[config.mk]
export PLATFORM = sky130hd
export DESIGN_NAME = spi_controller_flat
export DESIGN_NICKNAME = d
export VERILOG_FILES = /design/src/rtl/spi_pkg.sv /design/src/rtl/spi_controller_if.sv /design/src/rtl/spi_sclk_divider.sv /design/src/rtl/spi_controller.sv /design/src/flat_wrapper.sv
export SDC_FILE = /design/constraint.sdc
export NUM_CORES = 1
export LEC_CHECK = 0
export BUFFER_PORTS_ARGS = -buffer_cell sky130_fd_sc_hd__buf_2
export CAP_MARGIN = 20
export CORE_UTILIZATION = 36
export DETAILED_ROUTE_END_ITERATION = 12
export PLACE_DENSITY_LB_ADDON = 0.3
export SYNTH_ARGS = -nofsm -noshare
export SYNTH_HDL_FRONTEND = slang
export SYNTH_HIERARCHICAL = 1
export SYNTH_SLANG_ARGS = --single-unit
[constraint.sdc]
create_clock -name clk -period 3.05 [get_ports clk]
set_input_delay 0.1525 -clock clk [delete_from_list [all_inputs] [get_ports clk]]
set_output_delay 0.1525 -clock clk [all_outputs]
set_load 0.05 [all_outputs]
[src/rtl/spi_pkg.sv]
// SPI controller shared definitions.
// Frame layout, register map and FSM state encoding.
package spi_pkg;

   localparam int SPI_FRAME_W   = 16;
   localparam int SPI_ADDR_W    = 7;
   localparam int SPI_DATA_W    = 8;
   localparam int SPI_WRITE_BIT = 15;

   localparam logic [SPI_ADDR_W-1:0] ADDR_EN_OUT_7_0  = 7'd0;
   localparam logic [SPI_ADDR_W-1:0] ADDR_EN_OUT_15_8 = 7'd1;
   localparam logic [SPI_ADDR_W-1:0] ADDR_EN_PWM_7_0  = 7'd2;
   localparam logic [SPI_ADDR_W-1:0] ADDR_EN_PWM_15_8 = 7'd3;
   localparam logic [SPI_ADDR_W-1:0] ADDR_PWM_DUTY    = 7'd4;
   localparam logic [SPI_ADDR_W-1:0] SPI_MAX_ADDRESS  = 7'd4;

   typedef enum logic [2:0] {
      ST_IDLE,
      ST_SETUP,
      ST_SHIFT,
      ST_HOLD,
      ST_GAP
   } spi_state_e;

endpackage

[src/rtl/spi_controller_if.sv]
// SPI controller host request bus.
// Valid/ready handshake carrying one write/addr/data frame.
interface spi_controller_if;
   import spi_pkg::*;

   logic                  req_valid;
   logic                  req_ready;
   logic                  req_write;
   logic [SPI_ADDR_W-1:0] req_addr;
   logic [SPI_DATA_W-1:0] req_data;

   modport master (
      output req_valid,
      output req_write,
      output req_addr,
      output req_data,
      input  req_ready
   );

   modport slave (
      input  req_valid,
      input  req_write,
      input  req_addr,
      input  req_data,
      output req_ready
   );

endinterface

[src/rtl/spi_sclk_divider.sv]
// SCLK half-period tick generator.
// Tick fires on the last clk of each half period while enabled.
module spi_sclk_divider #(
   parameter int CLK_DIV = 4
) (
   input  logic clk,
   input  logic rst_n,
   input  logic en_i,
   output logic tick_o
);

   localparam logic [7:0] DIV_M1 = 8'(CLK_DIV - 1);

   logic [7:0] cnt_q;
   logic [7:0] cnt_d;

   // Count clk cycles within a half period; restart on tick or when idle
   always_comb begin
      tick_o = en_i && (cnt_q == DIV_M1);
      cnt_d  = 8'd0;
      if (en_i && !tick_o)
         cnt_d = cnt_q + 8'd1;
   end

   // Divider counter register
   always_ff @(posedge clk or negedge rst_n) begin
      if (!rst_n)
         cnt_q <= 8'd0;
      else
         cnt_q <= cnt_d;
   end

endmodule

[src/rtl/spi_controller.sv]
// SPI mode-0 frame controller.
// Sends one 16-bit {write, addr, data} frame per accepted request.
module spi_controller
   import spi_pkg::*;
#(
   parameter int CLK_DIV  = 4,
   parameter int CS_SETUP = 2,
   parameter int CS_HOLD  = 2,
   parameter int CS_GAP   = 4
) (
   input  logic clk,
   input  logic rst_n,
   spi_controller_if.slave req,
   output logic busy,
   output logic done,
   output logic nCS,
   output logic SCLK,
   output logic COPI
);

   localparam logic [7:0] SETUP_M1 = 8'(CS_SETUP - 1);
   localparam logic [7:0] HOLD_M1  = 8'(CS_HOLD - 1);
   localparam logic [7:0] GAP_M1   = 8'(CS_GAP - 1);

   spi_state_e             state_q, state_d;
   logic [7:0]             cnt_q, cnt_d;
   logic [4:0]             bit_q, bit_d;
   logic                   phase_q, phase_d;
   logic [SPI_FRAME_W-1:0] shreg_q, shreg_d;
   logic                   ncs_q, ncs_d;
   logic                   sclk_q, sclk_d;
   logic                   copi_q, copi_d;
   logic                   done_q, done_d;
   logic                   tick;
   logic                   accept;
   logic                   cs_active;

   assign req.req_ready = (state_q == ST_IDLE);
   assign busy          = !req.req_ready;
   assign accept        = req.req_valid && req.req_ready;
   assign nCS           = ncs_q;
   assign SCLK          = sclk_q;
   assign COPI          = copi_q;
   assign done          = done_q;

   spi_sclk_divider #(
      .CLK_DIV(CLK_DIV)
   ) u_div (
      .clk   (clk),
      .rst_n (rst_n),
      .en_i  (state_q == ST_SHIFT),
      .tick_o(tick)
   );

   // State, counters, shift register and registered pin outputs
   always_ff @(posedge clk or negedge rst_n) begin
      if (!rst_n) begin
         state_q <= ST_IDLE;
         cnt_q   <= 8'd0;
         bit_q   <= 5'd0;
         phase_q <= 1'b0;
         shreg_q <= '0;
         ncs_q   <= 1'b1;
         sclk_q  <= 1'b0;
         copi_q  <= 1'b0;
         done_q  <= 1'b0;
      end else begin
         state_q <= state_d;
         cnt_q   <= cnt_d;
         bit_q   <= bit_d;
         phase_q <= phase_d;
         shreg_q <= shreg_d;
         ncs_q   <= ncs_d;
         sclk_q  <= sclk_d;
         copi_q  <= copi_d;
         done_q  <= done_d;
      end
   end

   // Next state: phase timing, bit shifting on each high->low boundary
   always_comb begin
      state_d = state_q;
      cnt_d   = cnt_q + 8'd1;
      bit_d   = bit_q;
      phase_d = phase_q;
      shreg_d = shreg_q;
      unique case (state_q)
         ST_IDLE: begin
            cnt_d = 8'd0;
            if (accept) begin
               state_d = ST_SETUP;
               shreg_d = {req.req_write, req.req_addr, req.req_data};
               bit_d   = 5'd0;
               phase_d = 1'b0;
            end
         end
         ST_SETUP: begin
            if (cnt_q == SETUP_M1) begin
               state_d = ST_SHIFT;
               cnt_d   = 8'd0;
            end
         end
         ST_SHIFT: begin
            cnt_d = 8'd0;
            if (tick) begin
               phase_d = !phase_q;
               if (phase_q) begin
                  shreg_d = {shreg_q[SPI_FRAME_W-2:0], 1'b0};
                  bit_d   = bit_q + 5'd1;
                  if (bit_q == 5'd15)
                     state_d = ST_HOLD;
               end
            end
         end
         ST_HOLD: begin
            if (cnt_q == HOLD_M1) begin
               state_d = ST_GAP;
               cnt_d   = 8'd0;
            end
         end
         ST_GAP: begin
            if (cnt_q == GAP_M1) begin
               state_d = ST_IDLE;
               cnt_d   = 8'd0;
            end
         end
         default: begin
            state_d = ST_IDLE;
            cnt_d   = 8'd0;
         end
      endcase
   end

   // Pin values for the upcoming cycle, derived from next state
   always_comb begin
      cs_active = (state_d == ST_SETUP) ||
                  (state_d == ST_SHIFT) ||
                  (state_d == ST_HOLD);
      ncs_d  = !cs_active;
      sclk_d = (state_d == ST_SHIFT) && phase_d;
      copi_d = cs_active && shreg_d[SPI_FRAME_W-1];
      done_d = (state_q == ST_HOLD) && (state_d == ST_GAP);
   end

endmodule

[src/flat_wrapper.sv]
// flat-port wrapper written by rule: the top's interface ports become plain ports
module spi_controller_flat import spi_pkg::*;
#(
   parameter int CLK_DIV  = 4,
   parameter int CS_SETUP = 2,
   parameter int CS_HOLD  = 2,
   parameter int CS_GAP   = 4
)
  (clk, rst_n, busy, done, nCS, SCLK, COPI, req_req_valid, req_req_write, req_req_addr, req_req_data, req_req_ready);
  spi_controller_if req_i ();
  input  logic clk;
  input  logic rst_n;
  output logic busy;
  output logic done;
  output logic nCS;
  output logic SCLK;
  output logic COPI;
  input wire logic [$bits(req_i.req_valid)-1:0] req_req_valid;
  input wire logic [$bits(req_i.req_write)-1:0] req_req_write;
  input wire logic [$bits(req_i.req_addr)-1:0] req_req_addr;
  input wire logic [$bits(req_i.req_data)-1:0] req_req_data;
  output wire logic [$bits(req_i.req_ready)-1:0] req_req_ready;
  assign req_i.req_valid = req_req_valid;
  assign req_i.req_write = req_req_write;
  assign req_i.req_addr = req_req_addr;
  assign req_i.req_data = req_req_data;
  assign req_req_ready = req_i.req_ready;
  spi_controller #(.CLK_DIV(CLK_DIV), .CS_SETUP(CS_SETUP), .CS_HOLD(CS_HOLD), .CS_GAP(CS_GAP)) u_core (.clk(clk), .rst_n(rst_n), .req(req_i), .busy(busy), .done(done), .nCS(nCS), .SCLK(SCLK), .COPI(COPI));
endmodule
**Word-level counts from Yosys, hierarchy flattened**

Cells that the tools add are included.

- $add $sub $neg: 3
- Eq/ne operators: 15
- Mux-type cells: 23
- Reduce and logical (&&, ||, !) cells: 16

Operators by type and width:

| cell | number |
|---|---|
| $mux W16 | 3 |
| $pmux W16 S2 | 1 |
| $mux W8 | 3 |
| $mux W3 | 7 |
| $add A8 B1 Y8 const B | 2 |
| $eq A8 B2 Y1 const B | 2 |
| $pmux W8 S2 | 1 |
| $mux W5 | 3 |
| $pmux W3 S5 | 1 |
| $eq A3 B2 Y1 const B | 4 |
| $pmux W5 S2 | 1 |
| $eq A8 B1 Y1 const B | 1 |
| $eq A3 B1 Y1 const B | 2 |
| $eq A3 B3 Y1 const B | 2 |
| $logic_and A1 B1 Y1 | 6 |
| $add A5 B1 Y5 const B | 1 |
| $eq A5 B4 Y1 const B | 1 |
| $logic_not A1 Y1 | 4 |
| $ne A2 B1 Y1 const B | 2 |
| $reduce_and A4 Y1 | 1 |
| $logic_not A3 Y1 | 1 |
| $logic_or A1 B1 Y1 | 2 |
| $mux W1 | 2 |
| $ne A2 B2 Y1 const B | 1 |
| other kinds (3) | 3 |

- Register bits after elaboration: 45
- Input port bits: 19
- Output and inout port bits: 6
- Logic and storage cells: 68

**Longest topological paths before layout**

- Depth in word-level cells: 9
- Gate-level depth with buffers: 10

**Cells and area by module**

Netlist, hierarchy kept.

By module, submodules not included:

| module | times used | cells an instance | area each (um^2) |
|---|---|---|---|
| spi_controller | 1 | 157 | 1670.4 |
| spi_sclk_divider | 1 | 38 | 400.4 |

**Worst setup path after synthesis**

No wires, ideal clock.

- Kind: flip-flop to flip-flop
- Start: reg u_core.u_div.cnt_q[0]
- End: reg u_core.sclk_q (netlist: u_core/SCLK)
- Data arrival time: 2.146 ns
- Required time: 2.930 ns
- Slack: 0.784 ns
- Stages on the path, launching flop included: 10
- Path buffers: 1
- Cells stage by stage: dfrtp_1 > ha_1 > or4b_4 > nor4_1 > and2_1 > and2_0 > and2_4 > buf_6 > a221o_2 > and3b_1

- Word-level cells in the longest chain between the ends: 6
- Elaborated cells on any way between the ends: 8
- Classes of those cells: eq/ne: 2; mux: 4; reduce/logical: 2

RTL lines:

| element | RTL line | text |
|---|---|---|
| start, declared | spi_sclk_divider.sv:14 | `logic [7:0] cnt_q;` |
| start signal, assigned | spi_sclk_divider.sv:30 | `cnt_q <= cnt_d;` |
| $eq A8 B2 Y1 | spi_sclk_divider.sv:19 | `tick_o = en_i && (cnt_q == DIV_M1);` |
| $logic_and A1 B1 Y1 | spi_sclk_divider.sv:19 |  |
| via u_core.tick | spi_controller.sv:34 | `logic tick;` |
| $mux W3 | spi_controller.sv:105 | `if (tick) begin` |
| $pmux W3 S5 | spi_controller.sv:87 | `unique case (state_q)` |
| via u_core.state_d[0] | spi_controller.sv:25 | `spi_state_e state_q, state_d;` |
| $eq A3 B2 Y1 | spi_controller.sv:140 | `sclk_d = (state_d == ST_SHIFT) && phase_d;` |
| $logic_and A1 B1 Y1 | spi_controller.sv:140 |  |
| via u_core.sclk_d | spi_controller.sv:31 | `logic sclk_q, sclk_d;` |
| end signal, assigned | spi_controller.sv:74 | `sclk_q <= sclk_d;` |
| end, declared | spi_controller.sv:31 |  |

The timed path passes the listed nets, and every way through them passes these cells.
A chain may end at the register's enable or synchronous reset.

**Worst setup path after layout**

- Start: reg u_core.u_div.cnt_q[0]
- End: reg u_core.bit_q[0]

- Word-level cells in the longest chain between the ends: 4

RTL lines:

| element | RTL line | text |
|---|---|---|
| $eq A8 B2 Y1 | spi_sclk_divider.sv:19 |  |
| $logic_and A1 B1 Y1 | spi_sclk_divider.sv:19 |  |
| via u_core.tick | spi_controller.sv:34 |  |
| $ne A2 B1 Y1 (no line) | -- |  |
| $reduce_and A4 Y1 (no line) | -- |  |
| end signal, assigned | spi_controller.sv:70 | `bit_q <= bit_d;` |
| end, declared | spi_controller.sv:27 | `logic [4:0] bit_q, bit_d;` |

The timed path passes the listed nets, and every way through them passes these cells.

==> flow_summary.ini <==
[power_and_ir_drop]
p_clk_share_pct = 19.3
netSwitchingFraction_pct = 37.71
leakage_uw = 0.001125
power_switching_uw = 691.4
p_int_uw = 1142
power.density_nw_per_um2 = 768.5
seq_power_share_pct = 47.1
max-vdd-ir-drop_uv = 409.9
combPwrFrac_pct = 33.6

[synthesis]
yosysUniqueCellTypes = 42
avgSynthCellArea_um2 = 10.62
synthCells = 195
yosysWarnings = 6
syn_nets = 219
syn_area_um2 = 2071
ys_ff_latch = 45
seq_area_frac_synth_pct = 54.44

[grt]
grt_max_degree = 46
first_global_vias = 1377
grt_pass1_wl_mm = 6.258
overflow = 0
grt_antenna_before_repair = 0
track_usage_pct = 13.37

[critical_path]
rr_startpoint = u_core/u_div/cnt_q[0]
reg2reg_depth = 8
worstPathMaxFanout = 12
reg2reg_to = u_core/bit_q[0]
setup.worst_path.start = u_core/u_div/cnt_q[0]
crit_arrival_ns = 2.74
cp.required_ns = 3.23
path_class = flip-flop to flip-flop
r2r_setup_slack_ns = 0.49
critical_path.endpoint_type = flip-flop
cp-start-kind = flip-flop
crit_end = u_core/bit_q[0]

[cells_and_area]
final_common_cell = dfrtp_1
fin_area_um2 = 2386
syn2layout_area_growth_pct = 15.23
final_cell_mix = dfrtp_1 (44), nand2_1 (33), buf_2 (24), nor2_1 (18), a22oi_1 (14)
drive_above_1_share_pct = 21.24
nets = 249
num_antenna_cells = 0

[timing]
relSlewSlack_pct = 56.63
fmax_ghz = 0.3911
finalSetupViolCount = 0
hold_violations = 0
finalMaxSlewViolations = 0
setup_tns_ns = 0
worst_pin_slew_ns = 0.6506
grt_setup_unrepaired = no
period_needed_ns = 2.557
worst_clock_skew_ns = 0.006868
layout_worst_path_cycle_share_pct = 83.83

[clock_tree]
cts_buffers = 5
cts.sinks = 45
cts_tree = built
clk_pin_slew_worst_paths_ns = 0.08
clockRootBuffer = clkbuf_8
clock_latency_ns = 0.30
htreeDepth = 2
ctsResizeCount = 0
cts_buffer_depth = 2

[floorplan]
die_height_um = 77.84
start_util_pct = 37.38
rows = 27
dieArea_um2 = 6059
core-area_um2 = 5540
die-width_um = 77.84
boundaryPins = 25

[detailed_routing]
firstDrtPassIters = 4
drc = 0
wl_met1_mm = 1.861
vias_per_cell = 4.943
ant_nets = 0
wl_met3_um = 155
drt_iter0_markers = 92
route.top_layer_used = met4
vias = 1473
routed_wl_mm = 3.681
wire_per_inst_um = 12.35
wl_met2_mm = 1.603

[status]
status = complete, no violations

[placed_design]
dpl-instance-area_um2 = 2273
io_buffers = 24
dp_hpwl_mm = 2.458
place.gp.congestion = 0.7346

[hold_path]
hp-class = primary input to flip-flop

[run]
drv_cap = 0
[synth_stat cells, drive strengths merged]
cell,count,area (um2)
dfrtp,44,1101
nand2,34,130.1
nor2,18,67.56
a22oi,14,105.1
nand3,8,40.04
a21oi,7,35.03
xnor2,7,61.31
buf,6,36.28
inv,6,22.52
and2,5,33.79
ha,5,62.56
xor2,5,43.79
o21ai,4,20.01
or3,4,25.02
and3,3,18.77
nor4b,3,41.29
a221o,2,21.27
a22o,2,17.52
nand4,2,12.51
nor3,2,15.01
a31o,1,8.760
and3b,1,8.760
dfstp,1,26.28
mux2,1,11.26
nand2b,1,6.260
nor2b,1,6.260
nor3b,1,12.51
nor4,1,6.260
nor4bb,1,10.01
o21a,1,7.510
o41ai,1,27.53
or2,1,6.260
or3b,1,8.760
or4b,1,13.76
[how the worst min path moves through the flow]
stage / start / slack [ns] / cells after the start / to
3_3_place_gp: rst_n / 0.39 / 1 / u_core/done
3_5_place_dp: req_req_data[0] / 0.38 / 2 / u_core/shreg_q[0]
5_1_grt: req_req_data[0] / 0.07 / 2 / u_core/shreg_q[0]
2_1_floorplan: rst_n / -0.14 / 0 / u_core/COPI
6_report: req_req_addr[3] / 0.08 / 3 / u_core/shreg_q[11]
4_1_cts: rst_n / 0.05 / 1 / u_core/u_div/cnt_q[4]
[power groups by stage]
stage	combinational (uW)	sequential [uW]	clock, uW
final	616	864	354
after detailed placement	620	872	0
after global placement	614	874	0
after CTS	620	864	369
after global routing	679	886	395
after floorplan	428	894	0
[cell families (layout without fill, tap and decap cells)]
group           count (synthesis)  count (layout)  synth area share (%)
compound gates                 32              32                 11.72
buf+inv                        12              43                 2.840
flops                          45              45                 54.44
xor+xnor                       12              12                 5.075
simple gates                   88              88                 22.36
mux                             1               1                0.5438
fa+ha+maj                       5               5                 3.021
[flip-flops by register name, summed over array words and instances (netlist names)]
name                cells
u_core/SCLK             1
u_core/bit_q            5
u_core/nCS              1
u_core/cnt_q            8
u_core/phase_q          1
u_core/state_q          3
u_core/done             1
u_core/COPI             1
u_core/shreg_q         16
u_core/u_div/cnt_q      8
[worst max-delay path: stages, from the launching register on]
cell	delay, ns
dfrtp_1	0.41
ha_1	0.24
or4b_4	0.50
nor4_1	0.16
and2_1	0.16
and2_0	0.21
a21oi_1	0.24
buf_4	0.25
mux2_2	0.26
[timing repair]
item,in CTS,in global routing
hold buffers,0,1
endpoints found under the setup margin,0,0
setup buffers,0,0
endpoints found under the hold margin,0,45
[metrics by stage]
step           setup WS (ns)  util (%)  hold WS, ns  cells  power [uW]
2_1_floorplan         0.7838         -      -0.1431    195        1322
3_3_place_gp          0.5467     41.03       0.3864    288        1488
3_5_place_dp          0.4908     41.03       0.3845    288        1492
4_1_cts               0.4656     42.52      0.05464    296        1854
5_1_grt               0.2373     43.07      0.07011    298        1961
6_report              0.4933     43.07      0.08120    298        1834
[cell type report]
| type | count | area [um2] |
|---|---|---|
| multi-input cells | 138 | 890.9 |
| inverters | 6 | 22.52 |
| repair buffers | 29 | 172.7 |
| clock buffers | 6 | 72.57 |
| well taps | 72 | 90.09 |
| flip-flops and latches | 45 | 1127 |
| clock inverters | 2 | 10.01 |
| fillers | 565 | 3154 |
[layer usage]
layer,vias up,global-route usage [%]
met4,0,5.660
met5,-,0
li1,735,-
met1,700,17.29
met3,6,4.000
met2,32,20.71
No activity file was read; power rests on OpenSTA's default activity.
